$ cat config.mk
export PLATFORM = sky130hd
export DESIGN_NAME = adc_sample_serializer
export DESIGN_NICKNAME = d
export VERILOG_FILES = /design/src/rtl/adc_sample_serializer.sv
export SDC_FILE = /design/constraint.sdc
export NUM_CORES = 1
export LEC_CHECK = 0
export ABC_AREA = 1
export CAP_MARGIN = 20
export CORE_MARGIN = 10
export CORE_UTILIZATION = 45
export DETAILED_ROUTE_END_ITERATION = 6
export SETUP_SLACK_MARGIN = 0.02
export SYNTH_ARGS = -nofsm -noshare
export SYNTH_HDL_FRONTEND = slang
export SYNTH_SLANG_ARGS = --single-unit
$ cat constraint.sdc
create_clock -name clk -period 2.7 [get_ports clk]
set_input_delay 0.405 -clock clk [delete_from_list [all_inputs] [get_ports clk]]
set_output_delay 0.405 -clock clk [all_outputs]
set_load 0.02 [all_outputs]
$ cat src/rtl/adc_sample_serializer.sv
// adc_sample_serializer: buffers decimated CIC samples in a small FIFO and
// shifts them out MSB-first on a framed serial link (sclk/sdata/frame).
// Ports:
//   clk, rst          - system clock; asynchronous active-high reset
//   data_in, new_data - sample from the filter and its one-cycle strobe
//   enable            - permits starting new serial words
//   ovf_clr           - clears the sticky overflow flag
//   sclk_out          - serial clock, receiver samples on its rising edge
//   sdata_out         - serial data, MSB first
//   frame_out         - high for exactly the DATA_W bits of one word
//   fifo_count        - entries held, 0..FIFO_DEPTH
//   overflow          - sticky: a sample was dropped because the FIFO was full
module adc_sample_serializer #(
    parameter int DATA_W     = 12,
    parameter int FIFO_DEPTH = 8,
    parameter int CLK_DIV    = 4
) (
    input  logic                            clk,
    input  logic                            rst,
    input  logic [DATA_W-1:0]               data_in,
    input  logic                            new_data,
    input  logic                            enable,
    input  logic                            ovf_clr,
    output logic                            sclk_out,
    output logic                            sdata_out,
    output logic                            frame_out,
    output logic [$clog2(FIFO_DEPTH):0]     fifo_count,
    output logic                            overflow
);

    localparam int AW = $clog2(FIFO_DEPTH);
    localparam int CW = AW + 1;
    localparam int DW = $clog2(2 * CLK_DIV);
    localparam int BW = $clog2(DATA_W);

    localparam logic [DW-1:0] DIV_LAST = DW'(2 * CLK_DIV - 1);
    localparam logic [DW-1:0] DIV_HALF = DW'(CLK_DIV);
    localparam logic [BW-1:0] BIT_LAST = BW'(DATA_W - 1);
    localparam logic [CW-1:0] CNT_FULL = CW'(FIFO_DEPTH);

    typedef enum logic [1:0] {
        IDLE,
        LOAD,
        SHIFT,
        GAP
    } state_t;

    state_t state, state_n;

    logic [DATA_W-1:0] mem [FIFO_DEPTH];
    logic [AW-1:0]     wr_ptr, rd_ptr;
    logic [CW-1:0]     count;
    logic [DATA_W-1:0] shreg, shreg_n;
    logic [DW-1:0]     div_cnt, div_n;
    logic [BW-1:0]     bit_cnt, bit_n;
    logic              full, pop, push;

    assign full = (count == CNT_FULL);
    // The head is consumed on the LOAD->SHIFT edge, which frees a slot for a
    // simultaneous push even when the FIFO is full.
    assign pop  = (state == LOAD);
    assign push = new_data && (!full || pop);

    assign fifo_count = count;

    always_comb begin
        state_n = state;
        shreg_n = shreg;
        div_n   = div_cnt;
        bit_n   = bit_cnt;
        unique case (state)
            IDLE: begin
                if (enable && count != '0) state_n = LOAD;
            end
            LOAD: begin
                state_n = SHIFT;
                shreg_n = mem[rd_ptr];
                div_n   = '0;
                bit_n   = '0;
            end
            SHIFT: begin
                if (div_cnt == DIV_LAST) begin
                    div_n = '0;
                    if (bit_cnt == BIT_LAST) begin
                        state_n = GAP;
                    end else begin
                        bit_n   = bit_cnt + 1'b1;
                        shreg_n = {shreg[DATA_W-2:0], 1'b0};
                    end
                end else begin
                    div_n = div_cnt + 1'b1;
                end
            end
            GAP: begin
                if (div_cnt == DIV_LAST) begin
                    state_n = IDLE;
                    div_n   = '0;
                end else begin
                    div_n = div_cnt + 1'b1;
                end
            end
            default: state_n = IDLE;
        endcase
    end

    always_ff @(posedge clk or posedge rst) begin
        if (rst) begin
            state     <= IDLE;
            shreg     <= '0;
            div_cnt   <= '0;
            bit_cnt   <= '0;
            sclk_out  <= 1'b0;
            sdata_out <= 1'b0;
            frame_out <= 1'b0;
        end else begin
            state     <= state_n;
            shreg     <= shreg_n;
            div_cnt   <= div_n;
            bit_cnt   <= bit_n;
            // Outputs are registered from next-state values so the pins
            // come straight from flops yet line up with the FSM state.
            frame_out <= (state_n == SHIFT);
            sclk_out  <= (state_n == SHIFT) && (div_n >= DIV_HALF);
            sdata_out <= (state_n == SHIFT) && shreg_n[DATA_W-1];
        end
    end

    always_ff @(posedge clk or posedge rst) begin
        if (rst) begin
            wr_ptr   <= '0;
            rd_ptr   <= '0;
            count    <= '0;
            overflow <= 1'b0;
        end else begin
            if (push) wr_ptr <= wr_ptr + 1'b1;
            if (pop)  rd_ptr <= rd_ptr + 1'b1;
            unique case ({push, pop})
                2'b10:   count <= count + 1'b1;
                2'b01:   count <= count - 1'b1;
                default: count <= count;
            endcase
            // Set takes priority over a same-cycle clear.
            if (new_data && full && !pop) overflow <= 1'b1;
            else if (ovf_clr)             overflow <= 1'b0;
        end
    end

    always_ff @(posedge clk) begin
        if (push) mem[wr_ptr] <= data_in;
    end

endmodule

==> out/qor.yml, run 1 <==
hp-class: "in2async"
p_per_area_mw_per_mm2: 1137
ant_nets: 0
cts_resized: 0
crit_arrival_ns: 2.22
path_clk_slew_ns: 0.05
path_class: "reg2reg"
internal_power_mw: 4.840
syn_avg_cell_area_um2: 10.94
max_stage_delay_ns: 0.49
fin_crit_sh: 0.8045
synth_top_family_by_area: "simple AND/OR/NAND/NOR gates"
ff_latch_area_mm2: 0.003759
yosys.cell_types.count: 34
dpl_cell_area_mm2: 0.006161
gp_congestion: 0.8300
drc_errors: 0
hold_violations: 0
synth_fa_ha_area_frac: 0.02917
tns_ns: 0
die_w_um: 133.9
globalRouteOverflowTotal: 0
synth_compound_area_frac: 0.06607
io_buffers: 24
final_cell_area_mm2: 0.006710
ys_warn_count: 0
htree_num_levels: 4
cts_buffers: 17
vdd_drop_max_uv: 536.8
max_cap_viol_count: 0
layout_min_cycle_time_ns: 2.172
cts_setup_buffers: 0
cts_tree: "done"
crit_chain: "inv_1, ha_1, inv_4, nand2_4, nor2_4, nor2_4, inv_2, or2_4, nor2_2"
initialDrtViolationCount: 336
fin_util: 0.5296
pin_count: 25
rows: 41
area_growth_pct: 15.04
antenna_found_initial: 0
die_h_um: 133.9
grt_usage: 0.1508
synthesis.instances: 533
leakage_nw: 2.667
synth.area.mux_share: 0
synth_edf_count: 96
grt_pass1_vias: 3872
finClkSkew_ns: 0.009564
synth_simple_gate_area_frac: 0.1810
seq_area_frac_synth: 0.6444
p_sw_mw: 2.787
yosys_register_bits: 131
rsz0062_at_grt: "no"
p_clk_frac: 0.278
p_comb_frac: 0.354
multi_input_area_mm2: 0.001690
setup_viol: 0
nNetsFinal: 594
report.final.slew_viol_count: 0
finalWirelength_um: 12850
syn_nets: 563
tightest_slew_ns: 0.7590
clk_latency_ns: 0.42
ys.flop_type: "edfxtp_1"
drive_above_1_share: 0.1059
critPathCaptureType: "flop"
clockBufferDepth: 2
grt_first_pass_wirelength_um: 20690
grt_start_max_net_pins: 51
fmax_mhz: 460.4
coreArea_mm2: 0.01267
clock-sinks: 131
initial_core_util: 0.4604
ys_async_sr_fraction: 0.2672
start_kind: "flop"
wire_per_inst_um: 17.17
timing.final.ws_setup_ns: 0.5279
firstDrtPassIters: 4
status: "completed"
via_per_inst: 5.076
ctsHoldBuffers: 0
hold_slack_ns: 0.3969
cpMostUsedCell: "nor2_4"
syn_area_mm2: 0.005833
cp_slowest_cell: "nor2_2"
crit_fanout: 12
fillers: 1121
dieArea_mm2: 0.01792
cts_root_buf: "clkbuf_16"
synth_xor_area_frac: 0.01351
dp_slack_ns: 0.4030
p_sw_frac: 0.3654
required_ns: 2.75
antenna_cells: 0
vias: 3797
p_seq_frac: 0.368
slew_headroom: 0.4933
hpwl_um: 8591
==> area by class of cell <==
class / count / area share
clock buffer: 19 / 0.06452
sequential: 131 / 0.5601
tap: 172 / 0.03207
multi-input combinational: 334 / 0.2519
clock inverter: 12 / 0.01734
timing repair buffer: 35 / 0.04811
inverter: 45 / 0.02592
==> synth_stat cells (2+ instances only) <==
| cell type | n | area (um2) |
|---|---|---|
| nor2_1 | 104 | 390.4 |
| o21a_1 | 2 | 15.01 |
| buf_4 | 4 | 30.03 |
| edfxtp_1 | 96 | 2883 |
| nor2_4 | 2 | 22.52 |
| o21ai_0 | 35 | 175.2 |
| o21ai_1 | 15 | 75.07 |
| dfrtp_1 | 35 | 875.8 |
| a21oi_1 | 2 | 10.01 |
| inv_1 | 39 | 146.4 |
| nand3_2 | 2 | 20.02 |
| inv_2 | 4 | 15.01 |
| nand2_2 | 3 | 18.77 |
| buf_6 | 9 | 101.4 |
| nor2_2 | 10 | 62.56 |
| a21boi_1 | 10 | 75.07 |
| inv_4 | 2 | 12.51 |
| buf_12 | 2 | 40.04 |
| xor2_1 | 7 | 61.31 |
| buf_2 | 6 | 30.03 |
| ha_1 | 12 | 150.1 |
| nand3_1 | 53 | 265.3 |
| nand2_1 | 67 | 251.5 |
| xnor2_1 | 2 | 17.52 |
==> power by group through the flow <==
stage	logic, mW	registers (mW)	clock network (mW)
2_1_floorplan	2.15	2.83	0
4_1_cts	2.74	2.81	2.17
3_3_place_gp	2.68	2.83	0
3_5_place_dp	2.72	2.84	0
5_1_grt	3.06	2.85	2.26
6_report	2.70	2.80	2.12
==> layout by cell type (no fill, tap or decap), types with 3 or more instances in the layout <==
cell type and instances:
clkbuf_16 17, nand3_1 53, a21boi_1 10, ha_1 12
inv_2 4, o21ai_0 35, clkinv_1 5, xor2_1 7
nand2_1 67, o21ai_1 15, inv_1 39, edfxtp_1 96
clkdlybuf4s50_1 24, nand2_2 3, nor2_2 10, buf_4 11
nor2_1 104, dfrtp_1 35
==> routing by layer <==
metal | up-vias | track usage | share of wire
met2 | 103 | 0.2415 | 0.49
met5 | - | 0 | 0
met3 | 16 | 0.04406 | 0.067
li1 | 1851 | - | -
met4 | 0 | 0.06046 | 0.017
met1 | 1827 | 0.1877 | 0.43
==> path summary, 6_finish.rpt <==
path | cells after the start | endpoint | start | slack [ns]
min in group clk | 2 | flop | flop | 0.51
max in group asynchronous | 3 | shreg[6] | rst | 1.97
worst max-delay path | 9 | mem[0][3] | state[1] | 0.53
worst min register to register | 2 | flop | flop | 0.51
worst max register to register | 9 | mem[0][3] | state[1] | 0.53
worst min-delay path | 3 | fifo_count[1] | rst | 0.40
==> logic make-up after synthesis <==
| family | count (synthesis) |
|---|---|
| xor+xnor | 9 |
| fa+ha+maj | 13 |
| compound gates | 68 |
| simple gates | 244 |
| flops | 131 |
| buf+inv | 68 |
==> critical path: cells and delay by family, from the launching register on <==
kind	cells	cell delay, ns
simple gates	5	0.96
fa+ha+maj	1	0.22
buf+inv	3	0.20
flops	1	0.42
==> metrics by stage <==
stage          total power [mW]  instances
6_report                  7.627        748
5_1_grt                   8.171        748
4_1_cts                   7.707        748
3_5_place_dp              5.558        717
3_3_place_gp              5.505        717
2_1_floorplan             4.984        533
==> registers in the layout, summed over array words and instances, names as in the netlist, 2 cells and up, named ones only <==
register	flops
state	2
bit_cnt	4
mem	96
rd_ptr	3
wr_ptr	3
shreg	12
fifo_count	4
Power figures use the tool's default switching activity.
==> run 2, diff against run 1 <==
- clock period: 2.7 -> 2.15 ns (I/O delays scaled with it)
==> run 2 against run 1 <==
Effect of this change: clock power rose by 17%; die area did not move; fmax rose by 11%; utilization rose by 0.75 points; power rose by 25%; wire length fell by 7.7%; design area rose by 1.4%; first-iteration DRC count fell by 30%; clock-buffer cell count rose by 3; sequential cell count did not move; clock skew fell by 0.0011 ns; largest cell class unchanged.
==> out/qor.yml, run 2 (synthesis gave the netlist of run 1 again) <==
grt_start_max_net_pins: 49  # -3.9%
ff2ff_path_depth: 10  # +1
critPathCaptureType: "flop"
clock-sinks: 131  # unchanged
status: "completed"
ctsHoldBuffers: 0  # unchanged
hp-class: "in2async"
initialDrtViolationCount: 234  # -30%
p_sw_mw: 3.399  # +22%
layout_min_cycle_time_ns: 1.951  # -0.2208 ns
dieArea_mm2: 0.01792  # unchanged
reg2reg_to: "mem[4][3]"
antenna_found_initial: 0  # unchanged
cts_root_buf: "clkbuf_16"
vdd_drop_max_uv: 586.7  # +9.3%
endpoint: "mem[4][3]"
timing.final.ws_setup_ns: 0.1987  # -0.3292 ns
die_h_um: 133.9  # unchanged
grt_pass1_vias: 3919  # +1.2%
htree_num_levels: 4  # unchanged
internal_power_mw: 6.112  # +26%
max_cap_viol_count: 0  # unchanged
initial_core_util: 0.4604  # unchanged
drc_errors: 0  # unchanged
io_buffers: 24  # unchanged
tightest_slew_ns: 0.5074  # -0.2516 ns
hold_violations: 0  # unchanged
r2r_slack_ns: 0.20  # -0.33 ns
finClkSkew_ns: 0.008483  # -0.001081 ns
p_per_area_mw_per_mm2: 1398  # +23%
fin_crit_sh: 0.9076  # +0.1031
p_seq_frac: 0.372  # +0.004
crit_fanout: 7  # -5
p_clk_frac: 0.261  # -0.017
final_cell_area_mm2: 0.006805  # +1.4%
cts_buffers: 17  # unchanged
ant_nets: 0  # unchanged
via_per_inst: 4.938  # -2.7%
cts_resized: 0  # unchanged
report.final.slew_viol_count: 0  # unchanged
leakage_nw: 2.736  # +2.6%
p_sw_frac: 0.3574  # -0.008000
cts_tree: "done"
worstSetupStartpoint: "state[1]"
gp_congestion: 0.8808  # +6.1%
clockBufferDepth: 2  # unchanged
start_kind: "flop"
reg_top3: "mem (96), shreg (12)"
fmax_mhz: 512.5  # +11%
pin_count: 25  # unchanged
fillers: 1094  # -2.4%
required_ns: 2.27  # -0.48 ns
grt_usage: 0.1420  # -0.008745
p_comb_frac: 0.367  # +0.013
rows: 41  # unchanged
firstDrtPassIters: 4  # unchanged
path_clk_slew_ns: 0.05  # about the same
dpl_cell_area_mm2: 0.006296  # +2.2%
final_common_cell: "nor2_1"
largest_reg_flops: 96  # unchanged
worstReg2RegStart: "state[1]"
area_growth_pct: 16.67
crit_arrival_ns: 2.07  # -0.15 ns
die_w_um: 133.9  # unchanged
final_cell_mix: "nor2_1 (104), edfxtp_1 (96), nand2_1 (67)"
tns_ns: 0  # unchanged
path_class: "reg2reg"
rsz0062_at_grt: "no"
setup_viol: 0  # unchanged
antenna_cells: 0  # unchanged
vias: 3758  # -1.0%
top_register: "mem"
drive_above_1_share: 0.1222  # +0.01634
slew_headroom: 0.6618  # +0.1685
finalWirelength_um: 11860  # -7.7%
globalRouteOverflowTotal: 0  # unchanged
wire_per_inst_um: 15.58  # -9.3%
cts_setup_buffers: 0  # unchanged
clk_latency_ns: 0.41  # about the same
hpwl_um: 8520  # -0.83%
dp_slack_ns: 0.1797  # -0.2233 ns
grt_first_pass_wirelength_um: 19770  # -4.5%
coreArea_mm2: 0.01267  # unchanged
nNetsFinal: 607  # +2.2%
finalPower_mw: 9.511  # +25%
-- run 2: metal layers --
layer / track usage / share of wire / vias to the layer above
met5: 0 / 0 / -
met4: 0.07255 / 0.023 / 0
met3: 0.03697 / 0.041 / 19
met2: 0.2417 / 0.52 / 69
met1: 0.1615 / 0.42 / 1790
li1: - / - / 1880
-- run 2: power groups by stage --
stage,Combinational (mW),Clock [mW],Sequential (mW)
2_1_floorplan,2.70,0,3.56
3_3_place_gp,3.46,0,3.58
3_5_place_dp,3.50,0,3.58
4_1_cts,3.53,2.53,3.54
5_1_grt,3.98,2.67,3.59
6_report,3.49,2.48,3.54
-- run 2: final cells by class --
cell class / instances / area [um2] / area share
repair buffers: 48 / 457.9 / 0.06729
well taps: 172 / 215.2 / 0.03162
clock inverters: 9 / 65.06 / 0.009561
inverters: 45 / 173.9 / 0.02556
flip-flops and latches: 131 / 3759 / 0.5523
multi-input cells: 334 / 1690 / 0.2484
clock buffers: 22 / 444.2 / 0.06527
-- run 2: worst min path at each step --
stage / from / to / slack [ns] / cells past startpoint
2_1_floorplan: data_in[0] / mem[0][0] / 0.42 / 0
3_3_place_gp: flop / flop / 0.48 / 2
3_5_place_dp: overflow / overflow / 0.51 / 2
4_1_cts: rst / shreg[6] / 0.24 / 2
5_1_grt: rst / fifo_count[2] / 0.26 / 2
6_report: rst / fifo_count[1] / 0.23 / 2
-- run 2: through the flow --
step	instances	hold WS, ns	util
floorplan	533	0.4214	-
global placement	730	0.4789	0.4969
detailed placement	730	0.5140	0.4969
CTS	761	0.2360	0.5371
global route	761	0.2605	0.5371
finish	761	0.2294	0.5371
-- run 2: critical path, cell delays in order, from the launching register on --
cell     delay (ns)
dfrtp_1        0.41
inv_1          0.09
ha_1           0.24
inv_4          0.07
nand2_4        0.06
nor2_4         0.05
nor2_4         0.13
inv_2          0.05
or2_4          0.27
nor2_2         0.12
buf_4          0.17
